<file path="config.mk">
export PLATFORM = sky130hd
export DESIGN_NAME = weight_preload_seq
export DESIGN_NICKNAME = d
export VERILOG_FILES = /design/src/rtl/weight_preload_seq.sv
export SDC_FILE = /design/constraint.sdc
export NUM_CORES = 1
export LEC_CHECK = 0
export BUFFER_PORTS_ARGS = -buffer_cell sky130_fd_sc_hd__buf_2
export CAP_MARGIN = 20
export CORE_MARGIN = 1
export CORE_UTILIZATION = 52
export DETAILED_ROUTE_END_ITERATION = 8
export PLACE_DENSITY = 0.83
export REMOVE_ABC_BUFFERS = 1
export SLEW_MARGIN = 15
export SYNTH_ARGS = -nofsm -noshare
export SYNTH_HDL_FRONTEND = slang
export SYNTH_SLANG_ARGS = --single-unit
</file>
<file path="constraint.sdc">
create_clock -name clk_in -period 2.4 [get_ports clk_in]
set_input_delay 0.48 -clock clk_in [delete_from_list [all_inputs] [get_ports clk_in]]
set_output_delay 0.48 -clock clk_in [all_outputs]
set_load 0.005 [all_outputs]
</file>
<file path="src/rtl/weight_preload_seq.sv">
// Weight preload sequencer for the conv0 kernel.
// Snapshots the packed kernel on a start pulse, then streams it one row per
// beat into the weight-stationary PE array over a valid/ready handshake.
// Rows go out highest index first so that, after KERNEL_HEIGHT shifts down the
// array columns, kernel row 0 ends up in the top PE row.
module weight_preload_seq #(
  parameter int KERNEL_WIDTH  = 3,
  parameter int KERNEL_HEIGHT = 3,
  parameter int WEIGHT_WIDTH  = 8,
  localparam int ROW_W        = KERNEL_WIDTH * WEIGHT_WIDTH,
  localparam int IDX_W        = (KERNEL_HEIGHT > 1) ? $clog2(KERNEL_HEIGHT) : 1
) (
  input  logic                             clk_in,
  input  logic                             rst_in,
  input  logic [KERNEL_HEIGHT*ROW_W-1:0]   weight_i,
  input  logic                             start_i,
  output logic                             busy_o,
  output logic [ROW_W-1:0]                 row_data_o,
  output logic                             row_valid_o,
  input  logic                             row_ready_i,
  output logic [IDX_W-1:0]                 row_idx_o,
  output logic                             row_last_o,
  output logic                             done_o,
  output logic                             loaded_o
);

  typedef enum logic [1:0] {
    IDLE = 2'd0,
    SEND = 2'd1,
    DONE = 2'd2
  } state_t;

  state_t           state, state_nxt;
  logic [IDX_W-1:0] row_cnt, row_cnt_nxt;
  logic             loaded, loaded_nxt;
  logic             capture;

  // One row of the kernel per entry; row r already has column c at c*WEIGHT_WIDTH,
  // so a stored row is presented on row_data_o without any rearrangement.
  logic [ROW_W-1:0] snap [KERNEL_HEIGHT];

  // Next-state, counter and handshake outputs for the preload FSM.
  // NOTE: every output and next-state signal gets a default before the case so
  // no path through the block leaves one unassigned, which would infer a latch.
  always_comb begin
    state_nxt   = state;
    row_cnt_nxt = row_cnt;
    loaded_nxt  = loaded;
    capture     = 1'b0;
    busy_o      = 1'b0;
    row_valid_o = 1'b0;
    row_data_o  = '0;
    row_idx_o   = '0;
    row_last_o  = 1'b0;
    done_o      = 1'b0;

    case (state)
      IDLE: begin
        // A start here is also how a resident kernel gets reloaded.
        if (start_i) begin
          capture     = 1'b1;
          row_cnt_nxt = IDX_W'(KERNEL_HEIGHT - 1);
          loaded_nxt  = 1'b0;
          state_nxt   = SEND;
        end
      end

      SEND: begin
        busy_o      = 1'b1;
        row_valid_o = 1'b1;
        row_data_o  = snap[row_cnt];
        row_idx_o   = row_cnt;
        row_last_o  = (row_cnt == '0);
        // Without ready nothing moves, so the presented row stays stable.
        if (row_ready_i) begin
          if (row_cnt == '0) begin
            loaded_nxt = 1'b1;
            state_nxt  = DONE;
          end else begin
            row_cnt_nxt = row_cnt - IDX_W'(1);
          end
        end
      end

      DONE: begin
        done_o    = 1'b1;
        state_nxt = IDLE;
      end

      default: state_nxt = IDLE;
    endcase

    loaded_o = loaded;
  end

  // State, row counter and loaded flag; reset overrides a preload in progress.
  // NOTE: sequential state is written with non-blocking assignments so every
  // register samples its next value from the same pre-edge snapshot.
  always_ff @(posedge clk_in) begin
    if (rst_in) begin
      state   <= IDLE;
      row_cnt <= '0;
      loaded  <= 1'b0;
    end else begin
      state   <= state_nxt;
      row_cnt <= row_cnt_nxt;
      loaded  <= loaded_nxt;
    end
  end

  // Kernel snapshot: weight_i is sampled only on the cycle a start is accepted.
  // NOTE: this is a handful of flops rather than a RAM, so clearing it on reset
  // is cheap and keeps row_data_o free of stale weights after a reset.
  always_ff @(posedge clk_in) begin
    if (rst_in) begin
      for (int r = 0; r < KERNEL_HEIGHT; r++) begin
        snap[r] <= '0;
      end
    end else if (capture) begin
      for (int r = 0; r < KERNEL_HEIGHT; r++) begin
        snap[r] <= weight_i[r*ROW_W +: ROW_W];
      end
    end
  end

endmodule
</file>
==> flow_summary.yaml <==
status:
  status: "completed"
critical_path:
  cp_data_arrival_time_ns: 1.61
  crit_family: "multiplexers"
  crit_end: "row_data_o[22]"
  worstSetupPathType: "flip-flop to output port"
  regToRegEndpoint: "snap[0][3]"
  rr_worst_depth: 3
  startpoint_type: "flip-flop"
  cp.required_ns: 1.92
  crit_path_end_kind: "output port"
  crit_fanout: 14
  r2r_start: "state[0]"
  worst-path-buf-inv: 2
  crit_path_top_delay_cell: "mux2_2"
  ff2ff_setup_slack_ns: 0.83
  cp_cell_sequence: "buf_4 -> mux2_2 -> mux2i_1 -> nor2_1 -> buf_2"
  max_stage_delay_ns: 0.36
  cp_num_cells: 5
hold_path:
  min_path_type: "input port to flip-flop"
yosys:
  yosys.area.top_type: "edfxtp_1"
  ys.flop_type: "edfxtp_1"
  synth-seq-cells: 79
  synth-async-reset-ratio: 0
  yosys_warnings: 0
  syn_area_per_cell_um2: 13.60
  syn_area_um2: 3685
  synth_edf_count: 72
  seq_area_frac_synth: 0.6248
  ys_top_cells_by_area: "edfxtp_1, and2_1, mux2_2"
  yosysTopAreaCellShare: 0.5868
  yosysUniqueCellTypes: 27
  syn_inst: 271
power:
  power_density_nw_per_um2: 686.8
  clock_power_share: 0.339
  ir_drop_mv: 0.3271
  p_switching_mw: 0.6903
  intPower_mw: 2.399
  power.total_mw: 3.089
  pwr-share-seq: 0.541
  p_leak_nw: 1.948
  combPwrFrac: 0.121
  switching_share: 0.2234
cts:
  cts_root_buf: "clkbuf_8"
  clock_path_buffers: 2
  clock_sinks: 79
  cts_setup_buffers: 0
  h-tree-depth: 3
  cts_hold_buf: 0
  cts_tree: "done"
  clkTransAtPathRegs_ns: 0.08
  insertion_delay_ns: 0.34
  cts_buffers: 9
  ctsResizeCount: 0
final_layout:
  stdcell_count: 479
  multi_input_area_um2: 1229
  regArea_um2: 2303
  final_common_cell: "buf_2"
  nNetsFinal: 455
  fillCellCount: 552
  diodes: 0
  final_cell_mix: "buf_2, and2_1, edfxtp_1"
  final_util: 0.6584
  postLayoutCellArea_um2: 4498
  synthToLayoutAreaGrowth_pct: 22.07
  drive_gt1_frac: 0.4125
timing:
  fin_ws_ns: 0.3134
  max_freq_ghz: 0.4793
  rsz0062_at_grt: "no"
  fin_tns_setup_ns: 0
  slew_headroom: 0.7533
  hold_viol: 0
  finalCritPeriodShare: 0.8694
  fin_skew_ns: 0.009732
  worst_slew_pin_slew_ns: 0.3700
  layout_min_cycle_time_ns: 2.087
  finalSetupViolations: 0
  whs_ns: 0.4050
  drv_slew: 0
place:
  port-buffer-count: 106
  postPlaceCellArea_um2: 4287
  dp_cells: 463
  dp_slack_ns: 0.6149
  dp_hpwl_um: 4689
  routabilityCongestion: 0.7504
floorplanning:
  coreArea_um2: 6832
  dieArea_um2: 7427
  dieWidth_um: 86.18
  pin_count: 107
  rows: 30
  initial_utilization: 0.5394
  die_h_um: 86.18
route:
  num_vias: 2348
  ant_nets: 0
  wl_um: 6636
  dr.pass1.iters: 4
  vias_per_cell: 4.902
  drt_iter0_drc: 77
  drc: 0
  avgRoutedWirePerCell_um: 13.85
global_route:
  antenna_found_initial: 0
  track_usage: 0.1918
  first_global_vias: 2320
  grt_pass1_wl_um: 10510
  grt_max_degree: 52
  grt-ovfl-total: 0
job:
  cap_violations: 0
-- final cells by class --
cell class                 instances  area share
sequential                        79      0.5121
multi-input combinational        170      0.2732
timing repair buffer             115      0.1385
clock buffer                       9     0.02754
tap                               96     0.02670
clock inverter                     7     0.01947
inverter                           3    0.002503
-- worst min-delay path by stage --
stage / startpoint / end / slack, ns / cells past startpoint
after global placement: loaded_o / loaded_o / 0.45 / 2
after detailed placement: loaded_o / loaded_o / 0.46 / 2
final: weight_i[71] / snap[2][23] / 0.40 / 2
after global routing: weight_i[70] / snap[2][22] / 0.40 / 2
after CTS: weight_i[10] / snap[0][10] / 0.39 / 2
after floorplan: loaded_o / loaded_o / 0.46 / 2
-- cells in the mapped netlist, types with 2 or more instances --
cell,instances
buf_6,7
inv_1,2
nor3_1,2
and2_1,73
mux2_2,24
nand2b_1,2
nor2_1,28
nor2b_1,2
buf_4,3
o22ai_1,2
mux2i_1,25
edfxtp_1,72
a211oi_1,2
buf_2,7
nand2_1,2
dfxtp_1,7
-- flip-flops by register name, indices dropped and copies added (netlist names), named ones only --
name / count
loaded_o: 1
row_cnt: 2
state: 2
snap: 72
-- metal layers --
layer / global-route usage / share of wire / vias to the layer above
li1: - / - / 1153
met1: 0.2303 / 0.43 / 1110
met2: 0.3384 / 0.51 / 79
met3: 0.04476 / 0.047 / 6
met4: 0.06970 / 0.0077 / 0
met5: 0 / 0 / -
-- cells by family after synthesis --
kind of cell | synth area share
flip-flops | 0.6248
AO/OA/AOI/OAI | 0.01358
multiplexers | 0.1413
buffers and inverters | 0.04244
AND/OR/NAND/NOR | 0.1745
adder cells (fa/ha/maj) | 0.003395
-- power by group through the flow --
stage | Combinational (mW) | Clock (mW) | Sequential, mW
finish | 0.373 | 1.05 | 1.67
global route | 0.413 | 1.12 | 1.68
CTS | 0.381 | 1.06 | 1.67
detailed placement | 0.379 | 0 | 1.70
global placement | 0.367 | 0 | 1.69
floorplan | 0.204 | 0 | 1.70
(Power assumes the default switching activity.)
